$ cat src/rtl/rc_mux_seq_if.sv
// rc_mux_seq_if: start/done handshake, PCAM fault inputs and repair results for rc_mux_seq.
interface rc_mux_seq_if #(
  parameter int PCAM = 8,
  parameter int AW = 10,
  parameter int NSPARE = 4,
  parameter int CW = $clog2(PCAM + 1)
);
  logic start;
  logic [PCAM*AW-1:0] PCAM_addr;
  logic [PCAM-1:0] dsss;
  logic busy;
  logic done;
  logic [NSPARE*AW-1:0] repair_addr;
  logic [NSPARE-1:0] repair_vld;
  logic [CW-1:0] fault_cnt;
  logic unrepairable;
  modport master (
    output start, PCAM_addr, dsss,
    input busy, done, repair_addr, repair_vld, fault_cnt, unrepairable
  );
  modport slave (
    input start, PCAM_addr, dsss,
    output busy, done, repair_addr, repair_vld, fault_cnt, unrepairable
  );
endinterface

$ cat src/rtl/rc_mux_seq.sv
// rc_mux_seq: sequential scan of PCAM must-repair flags, assigning the first NSPARE flagged
// addresses to spare slots and counting all flagged entries.
module rc_mux_seq #(
  parameter int PCAM = 8,
  parameter int AW = 10,
  parameter int NSPARE = 4,
  parameter int CW = $clog2(PCAM + 1)
) (
  input logic clk,
  input logic rst_n,
  rc_mux_seq_if.slave bus
);
  localparam int IW = PCAM > 1 ? $clog2(PCAM) : 1;
  localparam logic [1:0] S_IDLE = 2'd0;
  localparam logic [1:0] S_SCAN = 2'd1;
  localparam logic [1:0] S_DONE = 2'd2;
  logic [1:0] r_state;
  logic [IW-1:0] r_idx;
  logic r_last;
  logic [PCAM-1:0] r_dsss;
  logic [PCAM*AW-1:0] r_addr;
  logic [NSPARE*AW-1:0] r_acc_addr;
  logic [NSPARE-1:0] r_acc_vld;
  logic [CW-1:0] r_cnt;
  logic [NSPARE*AW-1:0] r_repair_addr;
  logic [NSPARE-1:0] r_repair_vld;
  logic [CW-1:0] r_fault_cnt;
  logic r_unrep;
  // Shadow flags/addresses shift so the entry under scan is always at the MSB flag / low address word.
  always_ff @(posedge clk or negedge rst_n) begin
    if (!rst_n) begin
      r_state <= S_IDLE;
      r_idx <= '0;
      r_last <= 1'b0;
      r_dsss <= '0;
      r_addr <= '0;
      r_acc_addr <= '0;
      r_acc_vld <= '0;
      r_cnt <= '0;
      r_repair_addr <= '0;
      r_repair_vld <= '0;
      r_fault_cnt <= '0;
      r_unrep <= 1'b0;
    end else if (r_state == S_IDLE) begin
      if (bus.start) begin
        r_dsss <= bus.dsss;
        r_addr <= bus.PCAM_addr;
        r_acc_addr <= '0;
        r_acc_vld <= '0;
        r_cnt <= '0;
        r_idx <= '0;
        r_last <= 1'b0;
        r_state <= S_SCAN;
      end
    end else if (r_state == S_SCAN) begin
      if (r_last) begin
        r_repair_addr <= r_acc_addr;
        r_repair_vld <= r_acc_vld;
        r_fault_cnt <= r_cnt;
        r_unrep <= int'(r_cnt) > NSPARE;
        r_state <= S_DONE;
      end else begin
        if (r_dsss[PCAM-1]) begin
          if (int'(r_cnt) < PCAM) r_cnt <= r_cnt + 1'b1;
          for (int s = 0; s < NSPARE; s++)
            if (int'(r_cnt) == s) begin
              r_acc_addr[s*AW +: AW] <= r_addr[AW-1:0];
              r_acc_vld[s] <= 1'b1;
            end
        end
        r_dsss <= r_dsss << 1;
        r_addr <= r_addr >> AW;
        r_idx <= r_idx + 1'b1;
        r_last <= r_idx == IW'(PCAM - 1);
      end
    end else begin
      r_state <= S_IDLE;
    end
  end
  assign bus.busy = r_state != S_IDLE;
  assign bus.done = r_state == S_DONE;
  assign bus.repair_addr = r_repair_addr;
  assign bus.repair_vld = r_repair_vld;
  assign bus.fault_cnt = r_fault_cnt;
  assign bus.unrepairable = r_unrep;
endmodule

$ cat src/flat_wrapper.sv
// flat-port wrapper written by rule: the top's interface ports become plain ports
module rc_mux_seq_flat 
#(
  parameter int PCAM = 8,
  parameter int AW = 10,
  parameter int NSPARE = 4,
  parameter int CW = $clog2(PCAM + 1)
)
  (clk, rst_n, bus_start, bus_PCAM_addr, bus_dsss, bus_busy, bus_done, bus_repair_addr, bus_repair_vld, bus_fault_cnt, bus_unrepairable);
  rc_mux_seq_if #(.PCAM(PCAM), .AW(AW), .NSPARE(NSPARE), .CW(CW)) bus_i ();
  input logic clk;
  input logic rst_n;
  input wire logic [$bits(bus_i.start)-1:0] bus_start;
  input wire logic [$bits(bus_i.PCAM_addr)-1:0] bus_PCAM_addr;
  input wire logic [$bits(bus_i.dsss)-1:0] bus_dsss;
  output wire logic [$bits(bus_i.busy)-1:0] bus_busy;
  output wire logic [$bits(bus_i.done)-1:0] bus_done;
  output wire logic [$bits(bus_i.repair_addr)-1:0] bus_repair_addr;
  output wire logic [$bits(bus_i.repair_vld)-1:0] bus_repair_vld;
  output wire logic [$bits(bus_i.fault_cnt)-1:0] bus_fault_cnt;
  output wire logic [$bits(bus_i.unrepairable)-1:0] bus_unrepairable;
  assign bus_i.start = bus_start;
  assign bus_i.PCAM_addr = bus_PCAM_addr;
  assign bus_i.dsss = bus_dsss;
  assign bus_busy = bus_i.busy;
  assign bus_done = bus_i.done;
  assign bus_repair_addr = bus_i.repair_addr;
  assign bus_repair_vld = bus_i.repair_vld;
  assign bus_fault_cnt = bus_i.fault_cnt;
  assign bus_unrepairable = bus_i.unrepairable;
  rc_mux_seq #(.PCAM(PCAM), .AW(AW), .NSPARE(NSPARE), .CW(CW)) u_core (.clk(clk), .rst_n(rst_n), .bus(bus_i));
endmodule
$ cat config.mk
export PLATFORM = sky130hd
export DESIGN_NAME = rc_mux_seq_flat
export DESIGN_NICKNAME = d
export VERILOG_FILES = /design/src/rtl/rc_mux_seq_if.sv /design/src/rtl/rc_mux_seq.sv /design/src/flat_wrapper.sv
export SDC_FILE = /design/constraint.sdc
export NUM_CORES = 1
export LEC_CHECK = 0
export ABC_CLOCK_PERIOD_IN_PS = 5150
export CAP_MARGIN = 20
export CELL_PAD_IN_SITES_DETAIL_PLACEMENT = 1
export CELL_PAD_IN_SITES_GLOBAL_PLACEMENT = 2
export CORE_MARGIN = 2
export CORE_UTILIZATION = 40
export CTS_BUF_LIST = sky130_fd_sc_hd__clkbuf_8
export CTS_CLUSTER_SIZE = 10
export DETAILED_ROUTE_END_ITERATION = 7
export GPL_ROUTABILITY_DRIVEN = 1
export PLACE_DENSITY_LB_ADDON = 0.1
export SLEW_MARGIN = 5
export SYNTH_ARGS = -nofsm -noshare
export SYNTH_HDL_FRONTEND = slang
export SYNTH_SLANG_ARGS = --single-unit
$ cat constraint.sdc
create_clock -name clk -period 5.15 [get_ports clk]
set_input_delay 0.515 -clock clk [delete_from_list [all_inputs] [get_ports clk]]
set_output_delay 0.515 -clock clk [all_outputs]
set_load 0.01 [all_outputs]
==> impl_metrics.json <==
{
  "outcome": "completed",
  "worstPathArrival_ns": 2.48,
  "fill_cells": 2134,
  "fp.dieH_um": 149,
  "synthArstFlopShare_pct": 100,
  "setup_viol": 0,
  "grt_max_degree": 102,
  "cts_tree": "built",
  "required_ns": 4.64,
  "wl_per_cell_um": 17.9,
  "cts_num_sinks": 191,
  "crit_slowest_cell": "nor2_4",
  "cts_max_level": 4,
  "cp_cell_sequence": "nor2_4 > inv_1 > clkdlybuf4s50_1",
  "path_class": "reg -> out",
  "end_kind": "primary output",
  "die_area_um2": 22200,
  "skew_ns": 0.0185,
  "antenna_found_initial": 3,
  "period_share_pct": 58.2,
  "cp-start-kind": "flop",
  "grt_use_total_pct": 17.7,
  "clock_path_buffers": 2,
  "postSynthAreaPerCell_um2": 13.6,
  "worst_path_dominant_cell_family": "simple AND/OR/NAND/NOR gates",
  "drtPass1Iterations": 4,
  "relSlewSlack_pct": 34.5,
  "hold_slack_ns": 0.128,
  "placedInstanceArea_um2": 10000,
  "die_x_um": 149,
  "postRouteAntennaNets": 0,
  "syn_area_um2": 8400,
  "slew_violations": 0,
  "synth_top_family_by_area": "multiplexers",
  "ys_ff_latch": 191,
  "clkLatencyLatePin_ns": 0.47,
  "synth_adder_area_share_pct": 0.894,
  "synthDistinctLibCells": 29,
  "muxShareOfSynthArea_pct": 32.6,
  "yosys.area_share.simple_pct": 4.47,
  "io_pins": 142,
  "power.leakage_nw": 4.95,
  "slowest_delay_ns": 0.79,
  "worstHoldPathType": "in -> async",
  "fin_nets": 845,
  "tns_ns": 0,
  "dr.first_iter.drc_count": 177,
  "synthFlopType": "dfrtp_1",
  "cts_buffers": 17,
  "final_cell_mix": "dfrtp_1 (191), mux2_2 (178), clkdlybuf4s50_1 (140), mux2i_1 (72), nand2_1 (64)",
  "drv_cap": 0,
  "clk_pin_slew_ns": 0.11,
  "io_buffers": 141,
  "rows": 53,
  "tightest_slew_ns": 0.983,
  "route.detailed.drc": 0,
  "fmax_mhz": 334,
  "ys_seq_area_share_pct": 56.9,
  "peakVddDrop_v": 0.000266,
  "synth_nets": 715,
  "synth.largest_area_cell": "dfrtp_1",
  "ys_warn_count": 0,
  "final_area_um2": 10400,
  "root_buffer": "clkbuf_8",
  "multiInputGateArea_um2": 3330,
  "finalHoldViolCount": 0,
  "synth_cells": 618,
  "synth_area_leaders": "dfrtp_1 (57%), mux2_2 (24%), mux2i_1 (8.6%), nand2_1 (2.9%), buf_2 (1.7%)",
  "synth_compound_area_share_pct": 1.58,
  "drive_above_1_share_pct": 29.3,
  "grt_pass1_vias": 5728,
  "path_buf_inv": 2,
  "fin_crit_ns": 3.00,
  "yosysTopAreaCellShare_pct": 56.9,
  "grt_pass1_wl_mm": 30.4,
  "cts_hold_buf": 0,
  "cts_resized": 0,
  "finalWeightedCongestion": 0.764,
  "vias": 5104,
  "drt-total-wl_mm": 18.6,
  "start_util_pct": 40.3,
  "critical_path.max_fanout": 35,
  "register_area_um2": 4780,
  "hpwl_mm": 12.9,
  "core_area_um2": 20800,
  "synth_edf_count": 0,
  "post_cts_buffers": 0,
  "rsz0062_at_grt": "no",
  "areaGrowthSynthToFinish_pct": 24.4,
  "power_density_nw_per_um2": 630,
  "grt.overflow.total": 0,
  "viasPerCell": 4.92,
  "layout_commonest_cell": "dfrtp_1",
  "yosys.area_share.xor_xnor_pct": 0
}
[area by class of cell]
| type | count | share of cell area, % |
|---|---|---|
| clock buffer | 17 | 2.24 |
| tap | 275 | 3.29 |
| sequential | 191 | 45.8 |
| antenna | 1 | 0.0240 |
| timing repair buffer | 147 | 14.1 |
| inverter | 29 | 1.04 |
| multi-input combinational | 362 | 31.9 |
| clock inverter | 15 | 1.63 |
[path summary, 6_finish.rpt]
| path | from | to | slack, ns | depth (start not counted) |
|---|---|---|---|---|
| setup / recovery | u_core.r_state[1]$_DFFE_PN0P_ | bus_busy | 2.15 | 3 |
| hold / removal | rst_n | u_core.bus.repair_vld[3]$_DFFE_PN0P_ | 0.13 | 1 |
| setup reg to reg | u_core.r_state[0]$_DFFE_PN0P_ | u_core.r_addr[10]$_DFFE_PN0P_ | 2.48 | 4 |
| hold reg to reg | u_core.bus.repair_vld[2]$_DFFE_PN0P_ | u_core.bus.repair_vld[2]$_DFFE_PN0P_ | 0.49 | 2 |
| max in group asynchronous | rst_n | u_core.r_addr[19]$_DFFE_PN0P_ | 3.79 | 2 |
| min in group clk | u_core.bus.repair_vld[2]$_DFFE_PN0P_ | u_core.bus.repair_vld[2]$_DFFE_PN0P_ | 0.49 | 2 |
[synth_stat cells, types with 3 or more instances]
master    number
a21oi_1        5
a22o_1         5
buf_2         29
buf_4          5
dfrtp_1      191
ha_1           6
inv_1         29
mux2_2       178
mux2i_1       72
nand2_1       64
nand2b_1       3
nand3_1        5
nor2_1         4
o21ai_0        5
[worst reg2reg max path, cell delays in order (launching register included)]
cell,delay (ns)
dfrtp_1,0.55
nand2b_1,0.26
a21oi_4,0.77
buf_4,0.56
mux2_2,0.42
[cells by family after synthesis]
kind of cell	Yosys count
flip-flops	191
AND/OR/NAND/NOR	85
multiplexers	251
AO/OA/AOI/OAI	20
buffers and inverters	65
adder cells (fa/ha/maj)	6
[per-stage QoR]
stage / total power [W] / util (%) / worst slack [ns] / cells
after global routing: 0.00706 / 50.1 / 1.97 / 1036
after detailed placement: 0.00567 / 48.2 / 2.06 / 1004
after floorplan: 0.00468 / - / 3.42 / 618
after CTS: 0.00670 / 50.1 / 2.12 / 1036
final: 0.00658 / 50.2 / 2.15 / 1037
after global placement: 0.00553 / 48.2 / 2.11 / 1004
[flip-flops by register name (all words and copies together) (netlist names)]
name / cells
u_core.r_acc_vld: 4
u_core.r_idx: 3
u_core.r_dsss: 8
u_core.bus.repair_addr: 40
u_core.bus.unrepairable: 1
u_core.r_last: 1
u_core.r_state: 2
u_core.r_acc_addr: 40
u_core.r_cnt: 4
u_core.bus.repair_vld: 4
u_core.r_addr: 80
u_core.bus.fault_cnt: 4
[routing by layer]
metal / track usage, % / part of all wire (%)
met1: 21.9 / 43
met2: 30.0 / 50
met3: 5.38 / 5.9
met4: 4.86 / 1.0
met5: 0 / 0.13
[report_power, final]
| part | switching, W | total (W) | internal (W) |
|---|---|---|---|
| logic | 0.00128 | 0.00299 | 0.00171 |
| clock network | 0.000594 | 0.00100 | 0.000409 |
| registers | 0.000387 | 0.00258 | 0.00220 |
| total | 0.00226 | 0.00658 | 0.00432 |
(Power assumes the default switching activity.)
